[src/rtl/mixer_iq_pipe_if.sv]
// Sample/LO input bundle and baseband result bundle for mixer_iq_pipe.
// The master drives samples and LO words, and the slave returns the mixed products.
interface mixer_iq_pipe_if #(
    parameter int DATA_W = 16,
    parameter int LO_W   = 16,
    parameter int OUT_W  = 16
);
    logic                     in_valid;
    logic signed [DATA_W-1:0] signal;
    logic signed [LO_W-1:0]   cosine;
    logic signed [LO_W-1:0]   sine;
    logic                     conj;
    logic                     out_valid;
    logic signed [OUT_W-1:0]  signal_real;
    logic signed [OUT_W-1:0]  signal_img;
    logic                     sat_flag;

    modport master (
        output in_valid, signal, cosine, sine, conj,
        input  out_valid, signal_real, signal_img, sat_flag
    );

    modport slave (
        input  in_valid, signal, cosine, sine, conj,
        output out_valid, signal_real, signal_img, sat_flag
    );
endinterface

[src/rtl/mixer_iq_pipe.sv]
// Three-stage I/Q downconversion mixer: register, multiply, round/saturate.
// Optional MIXER_SAT_COUNT_EN adds a saturating 16-bit clamp-event counter port.
module mixer_iq_pipe #(
    parameter int DATA_W = 16,
    parameter int LO_W   = 16,
    parameter int OUT_W  = 16
) (
    input  logic              clk,
    input  logic              rst,
    input  logic              clr,
    mixer_iq_pipe_if.slave    bus
`ifdef MIXER_SAT_COUNT_EN
    ,
    output logic [15:0]       sat_count
`endif
);
    localparam int SHIFT = DATA_W + LO_W - 1 - OUT_W;
    // One extra bit so that negating min*min cannot overflow.
    localparam int PW    = DATA_W + LO_W + 1;

    localparam logic signed [PW:0] RND  = (PW+1)'(1) << (SHIFT - 1);
    localparam logic signed [PW:0] MAXV = {{(PW-OUT_W+2){1'b0}}, {(OUT_W-1){1'b1}}};
    localparam logic signed [PW:0] MINV = {{(PW-OUT_W+2){1'b1}}, {(OUT_W-1){1'b0}}};

    generate
        if (SHIFT < 1) begin : g_bad_shift
            $error("mixer_iq_pipe: DATA_W+LO_W-1-OUT_W must be >= 1");
        end
    endgenerate

    // Stage 1: input capture
    logic                     v1_reg;
    logic signed [DATA_W-1:0] sig_reg;
    logic signed [LO_W-1:0]   cos_reg;
    logic signed [LO_W-1:0]   sin_reg;
    logic                     conj_reg;

    always_ff @(posedge clk or negedge rst) begin
        if (!rst) begin
            v1_reg   <= 1'b0;
            sig_reg  <= '0;
            cos_reg  <= '0;
            sin_reg  <= '0;
            conj_reg <= 1'b0;
        end else begin
            v1_reg <= bus.in_valid & ~clr;
            if (bus.in_valid && !clr) begin
                sig_reg  <= bus.signal;
                cos_reg  <= bus.cosine;
                sin_reg  <= bus.sine;
                conj_reg <= bus.conj;
            end
        end
    end

    // Stage 2: full-precision products, conjugate applied to the imaginary arm
    logic                 v2_reg;
    logic signed [PW-1:0] prod_reg [2];
    logic signed [PW-1:0] prod_r_next;
    logic signed [PW-1:0] prod_i_raw;

    assign prod_r_next = PW'(sig_reg) * PW'(cos_reg);
    assign prod_i_raw  = PW'(sig_reg) * PW'(sin_reg);

    always_ff @(posedge clk or negedge rst) begin
        if (!rst) begin
            v2_reg      <= 1'b0;
            prod_reg[0] <= '0;
            prod_reg[1] <= '0;
        end else begin
            v2_reg <= v1_reg & ~clr;
            if (v1_reg && !clr) begin
                prod_reg[0] <= prod_r_next;
                prod_reg[1] <= conj_reg ? -prod_i_raw : prod_i_raw;
            end
        end
    end

    // Stage 3: round half up, arithmetic shift, clamp (index 0 = real, 1 = imag)
    logic signed [OUT_W-1:0] res_next [2];
    logic                    sat_next [2];

    genvar gi;
    generate
        for (gi = 0; gi < 2; gi++) begin : g_chan
            logic signed [PW:0] sum_next;
            logic signed [PW:0] shr_next;
            logic               hi_next;
            logic               lo_next;

            assign sum_next = {prod_reg[gi][PW-1], prod_reg[gi]} + RND;
            assign shr_next = sum_next >>> SHIFT;
            assign hi_next  = shr_next > MAXV;
            assign lo_next  = shr_next < MINV;
            assign sat_next[gi] = hi_next | lo_next;
            assign res_next[gi] = hi_next ? MAXV[OUT_W-1:0] :
                                  lo_next ? MINV[OUT_W-1:0] : shr_next[OUT_W-1:0];
        end
    endgenerate

    logic any_sat;
    assign any_sat = v2_reg & (sat_next[0] | sat_next[1]);

    always_ff @(posedge clk or negedge rst) begin
        if (!rst) begin
            bus.out_valid   <= 1'b0;
            bus.signal_real <= '0;
            bus.signal_img  <= '0;
            bus.sat_flag    <= 1'b0;
        end else begin
            bus.out_valid <= v2_reg & ~clr;
            // clr keeps the last results on the bus rather than zeroing them
            if (v2_reg && !clr) begin
                bus.signal_real <= res_next[0];
                bus.signal_img  <= res_next[1];
            end
            if (clr)
                bus.sat_flag <= 1'b0;
            else if (any_sat)
                bus.sat_flag <= 1'b1;
        end
    end

`ifdef MIXER_SAT_COUNT_EN
    logic [15:0] sat_count_reg;

    always_ff @(posedge clk or negedge rst) begin
        if (!rst)
            sat_count_reg <= '0;
        else if (clr)
            sat_count_reg <= '0;
        else if (any_sat && sat_count_reg != 16'hFFFF)
            sat_count_reg <= sat_count_reg + 16'd1;
    end

    assign sat_count = sat_count_reg;
`endif

endmodule
[src/flat_wrapper.sv]
// flat-port wrapper written by rule: the top's interface ports become plain ports
module mixer_iq_pipe_flat 
#(
    parameter int DATA_W = 16,
    parameter int LO_W   = 16,
    parameter int OUT_W  = 16
)
  (clk, rst, clr, bus_in_valid, bus_signal, bus_cosine, bus_sine, bus_conj, bus_out_valid, bus_signal_real, bus_signal_img, bus_sat_flag);
  mixer_iq_pipe_if #(.DATA_W(DATA_W), .LO_W(LO_W), .OUT_W(OUT_W)) bus_i ();
  input  logic clk;
  input  logic rst;
  input  logic clr;
  input wire logic [$bits(bus_i.in_valid)-1:0] bus_in_valid;
  input wire logic [$bits(bus_i.signal)-1:0] bus_signal;
  input wire logic [$bits(bus_i.cosine)-1:0] bus_cosine;
  input wire logic [$bits(bus_i.sine)-1:0] bus_sine;
  input wire logic [$bits(bus_i.conj)-1:0] bus_conj;
  output wire logic [$bits(bus_i.out_valid)-1:0] bus_out_valid;
  output wire logic [$bits(bus_i.signal_real)-1:0] bus_signal_real;
  output wire logic [$bits(bus_i.signal_img)-1:0] bus_signal_img;
  output wire logic [$bits(bus_i.sat_flag)-1:0] bus_sat_flag;
  assign bus_i.in_valid = bus_in_valid;
  assign bus_i.signal = bus_signal;
  assign bus_i.cosine = bus_cosine;
  assign bus_i.sine = bus_sine;
  assign bus_i.conj = bus_conj;
  assign bus_out_valid = bus_i.out_valid;
  assign bus_signal_real = bus_i.signal_real;
  assign bus_signal_img = bus_i.signal_img;
  assign bus_sat_flag = bus_i.sat_flag;
  mixer_iq_pipe #(.DATA_W(DATA_W), .LO_W(LO_W), .OUT_W(OUT_W)) u_core (.clk(clk), .rst(rst), .clr(clr), .bus(bus_i));
endmodule
[config.mk]
export PLATFORM = sky130hd
export DESIGN_NAME = mixer_iq_pipe_flat
export DESIGN_NICKNAME = d
export VERILOG_FILES = /design/src/rtl/mixer_iq_pipe_if.sv /design/src/rtl/mixer_iq_pipe.sv /design/src/flat_wrapper.sv
export SDC_FILE = /design/constraint.sdc
export NUM_CORES = 2
export LEC_CHECK = 0
export ABC_AREA = 1
export BUFFER_PORTS_ARGS = -buffer_cell sky130_fd_sc_hd__buf_2
export CAP_MARGIN = 0
export CORE_MARGIN = 8
export CORE_UTILIZATION = 50
export DETAILED_ROUTE_END_ITERATION = 7
export PLACE_DENSITY_LB_ADDON = 0.25
export SLEW_MARGIN = 10
export SYNTH_ARGS = -nofsm -noshare
export SYNTH_HDL_FRONTEND = slang
export SYNTH_SLANG_ARGS = --single-unit
[constraint.sdc]
create_clock -name clk -period 5.8 [get_ports clk]
set_clock_uncertainty 0.15 [all_clocks]
set_input_delay 0.58 -clock clk [delete_from_list [all_inputs] [get_ports clk]]
set_output_delay 0.58 -clock clk [all_outputs]
set_load 0.03 [all_outputs]
# After elaboration in Yosys (flattened, before gate mapping)

Index checks and enable logic that the tools add are counted.

Add/subtract/negate cells: 3
$mul: 2
$lt $le $gt $ge: 4
Multiplexer cells: 7
Bitwise operators: 8
Reduce and logical (&&, ||, !) cells: 5

Operators by type and width:

| kind                     | number |
|---|---|
| $mul A16 B16 Y32         | 2 |
| $mux W16                 | 4 |
| $gt A19 B16 Y1 const B   | 2 |
| $lt A19 B16 Y1 const B   | 2 |
| $add A33 B16 Y34 const B | 1 |
| $add A32 B16 Y33 const B | 1 |
| $mux W33                 | 1 |
| $neg A33 Y33             | 1 |
| $and A1 B1 Y1            | 4 |
| $logic_and A1 B1 Y1      | 3 |
| $or A1 B1 Y1             | 3 |
| $mux W1                  | 2 |
| $reduce_bool A2 Y1       | 1 |
| $logic_not A1 Y1         | 1 |
| $not A1 Y1               | 1 |

Register bits: 150
Input port bits: 53
Output and inout bits: 34

# Logic depth before layout (Yosys ltp)

Depth in word-level cells: 7
Mapped depth: 36

# Worst setup path after synthesis

OpenSTA, ideal clock, no wires.

Path type: reg-to-reg
Start: register u_core.sig_reg[15]
End: register u_core.prod_reg[31] (netlist bit)
Library setup time: 117 ps
Arrival time: 6007 ps
Path slack: -474 ps
Cell stages (with the launch flop): 29
Path through: dfrtp_1 > clkbuf_1 > clkbuf_1 > nand2_1 > inv_1 > fa_1 > fa_1 > fa_1 > fa_1 > fa_1 > inv_1 > fa_1 > inv_1 > ha_1 > nand2_1 > nor2_1 > inv_1 > nor2_2 > nand4_1 > nand3_1 > nand2_1 > nand2_1 > nand2_1 > nor2_2 > nand4_1 > nand2_1 > nand2_1 > nand3_1 > nand2_1

Word-level cells in the longest chain between the ends: 3

RTL lines:

| item                   | line                | text |
|---|---|---|
| from (decl)            | mixer_iq_pipe.sv:33 | `logic signed [DATA_W-1:0] sig_reg;` |
| from (signal assigned) | mixer_iq_pipe.sv:48 | `sig_reg <= bus.signal;` |
| $mul A16 B16 Y32 *     | mixer_iq_pipe.sv:63 | `assign prod_i_raw = PW'(sig_reg) * PW'(sin_reg);` |
| $neg A33 Y33           | mixer_iq_pipe.sv:74 | `prod_reg[1] <= conj_reg ? -prod_i_raw : prod_i_raw;` |
| $mux W33 *             | mixer_iq_pipe.sv:74 |  |
| to (decl)              | mixer_iq_pipe.sv:58 | `logic signed [PW-1:0] prod_reg [2];` |

Mark *: on every way between the ends. The rest lies on a longest branch, timed or not.
A chain may end at the register's enable or synchronous reset.

# Worst setup path in the final report

Start: register u_core.sig_reg[15]
End: register u_core.prod_reg[27] (netlist bit)

The elaborated chain is that of the path after synthesis.

==> impl_metrics.ini <==
[clock_tree]
tritoncts_clock_tree = built
clock_tree.htree_level_count = 4
clock-sinks = 122
clk-insertion-delay-late_ns = 0.46
cts_buffer_depth = 2
cts_made_buffers = 17
ctsRootBufferMaster = clkbuf_16
worst_setup_hold_path_clk_slew_ns = 0.06
hold_buffers = 0

[final_layout]
layoutNonFillerInstCount = 4791
mostFrequentLayoutCell = nand2_1
finish.utilization_pct = 63.2
p_r_area_growth_vs_syn_pct = 25.9
largest_reg_flops = 37
layout.cells.most_common_list = 951 x nand2_1, 929 x inv_1, 488 x fa_1, 411 x buf_4, 122 x ha_1
drive_above_1_share_pct = 25.7
antenna-diode-count = 0
layout.nets = 4813

[synthesis]
avgSynthCellArea_sq_um = 7.54
yosysUniqueCellTypes = 50
postSynthCellCount = 3636
number_of_nets_produced_by_synthesis = 4375
synth_largest_area_cell = fa_1
post_synth_instance_area_sq_um = 27400
synth_ff_type = dfrtp_1
synth.top_cell.area_share_pct = 38.2
yosysSeqAreaShare_pct = 11.1
synth-warning-count = 0
synth_edf_count = 0
area_contributors_post_synth = fa_1 38%, nand2_1 14%, inv_1 14%
async_reset_ff_share_pct = 100
synth-seq-cells = 122

[route]
detail_route.wirelength_microns = 75100
route.detailed.wl_per_inst_microns = 15.7
detail_route.first_pass.iterations = 5
drc = 0
routed-via-count = 23729
vias_per_cell = 4.95
drt_iter0_markers = 1250
drt.antenna.violating_nets = 0

[placement]
dp_cells = 4673
detailed_place_hpwl_microns = 61400
gp_congestion = 0.940
pre_cts_slack_ns = -0.576
port_buffers = 86

[floorplanning]
num_rows = 86
die_area_sq_um = 62600
floorplan.die.width_microns = 250
ioPinCount = 87
core_sq_um = 54700
start_util_pct = 50.2
die_h_microns = 250

[timing]
final_hold_viol_count = 3
timing.final.max_slew_violations = 0
max_clock_freq_mhz = 161
setup_viols_final = 31
worst_slew_margin_rel_pct = 34.6
finalWorstPathRequiredPeriod_ns = 6.21
grt_setup_unrepaired = true
final.period_utilization_pct = 107
final.setup.worst_slack_ns = -0.413
finalHoldWorstSlack_ns = -0.00487
max_slew.worst_pin.slew_ns = 0.982
timing.setup.tns_ns = -7.79

[grt]
first_pass_grt_wire_length_microns = 124000
grtUsageTotal_pct = 24.4
initial_antenna_violation_count = 0
grt_pass1_vias = 25174
grt_max_degree = 80
globalRoute.totalOverflow = 0

[worst_setup_path]
r2r_slack_ns = -0.41
setup.worst_path.start_class = flip-flop
critical_path_required_ns = 6.00
end_kind = flip-flop
rr_endpoint = u_core.prod_reg[27]
critPathLaunch = u_core.sig_reg[15]
cpMostUsedCell = fa_1
critical_path_arrival_ns = 6.41
critical_path_peak_fanout = 7
timing.reg2reg.worst_path_depth = 29
worst_path_largest_cell_delay_ns = 0.75
timing.critical_path.to = u_core.prod_reg[27]
cp_slowest_cell = fa_2
r2r-start = u_core.sig_reg[15]
path_class = reg -> reg

[hold_path]
classification_of_the_worst_slack_hold_path = in -> async

[run_status]
violations = negative hold slack, negative setup slack
outcome = complete, but fails checks

[run]
drv.max_cap_violation_count = 0
[layer usage]
layer / routed length [microns] / GRT usage (%)
met1: 28400 / 27.9
met2: 40000 / 45.6
met3: 3030 / 2.39
met4: 3650 / 11.2
met5: 0 / 0
[repair_timing]
| action | in CTS | in global routing |
|---|---|---|
| gates cloned | 1 | 1 |
| pin swaps | 104 | 160 |
| buffers inserted | 33 | 52 |
| setup endpoints to repair | 37 | 37 |
| resized for setup | 205 | 254 |
[logic make-up (layout without fill, tap and decap cells)]
| group | count (synthesis) | after routing | share of synthesized area [%] |
|---|---|---|---|
| simple gates | 1447 | 1447 | 22.0 |
| xor+xnor | 48 | 48 | 1.59 |
| fa+ha+maj | 686 | 686 | 45.6 |
| flops | 122 | 122 | 11.1 |
| compound gates | 182 | 182 | 3.78 |
| buf+inv | 1151 | 1602 | 15.9 |
[Yosys cell counts (all sizes together), types with 19 or more instances]
library cell / n
o21ai: 69
dfrtp: 122
nand4: 40
a31oi: 25
nor2: 175
nand3: 106
a21oi: 63
clkbuf: 133
or2: 19
fa: 523
xor2: 27
ha: 163
nand2: 1073
inv: 1002
xnor2: 21
[per-stage QoR]
stage	hold WS [ns]	cell area [sq um]
after CTS	0.0263	33400
after global placement	0.313	31700
after global routing	0.0699	34500
after floorplan	0.134	27900
final	-0.00487	34500
after detailed placement	0.315	31700
[worst min path at each step]
stage / start / to / cells past startpoint
3_3_place_gp: u_core.bus.signal_img[15] / u_core.bus.signal_img[15] / 2
3_5_place_dp: u_core.bus.signal_real[15] / u_core.bus.signal_real[15] / 2
6_report: rst / u_core.bus.signal_real[3] / 1
2_1_floorplan: rst / u_core.bus.out_valid / 0
5_1_grt: rst / u_core.bus.signal_real[1] / 1
4_1_cts: rst / u_core.prod_reg[61] / 1
[worst max-delay path, delay by kind of cell, from the launching register on]
kind | cells | cell delay (ns)
fa+ha+maj | 7 | 3.58
buf+inv | 7 | 0.65
flops | 1 | 0.39
simple gates | 15 | 1.32
[layout make-up]
| type | count | area, sq um |
|---|---|---|
| inverters | 1002 | 3760 |
| multi-input cells | 2363 | 21600 |
| well taps | 704 | 881 |
| clock inverters | 10 | 140 |
| repair buffers | 568 | 4590 |
| fillers | 4595 | 20100 |
| clock buffers | 22 | 464 |
| flip-flops and latches | 122 | 3070 |
Power is left out: the tool's default activity adds up to more than one toggle a clock period on the data nets, which glitch-free logic cannot reach.
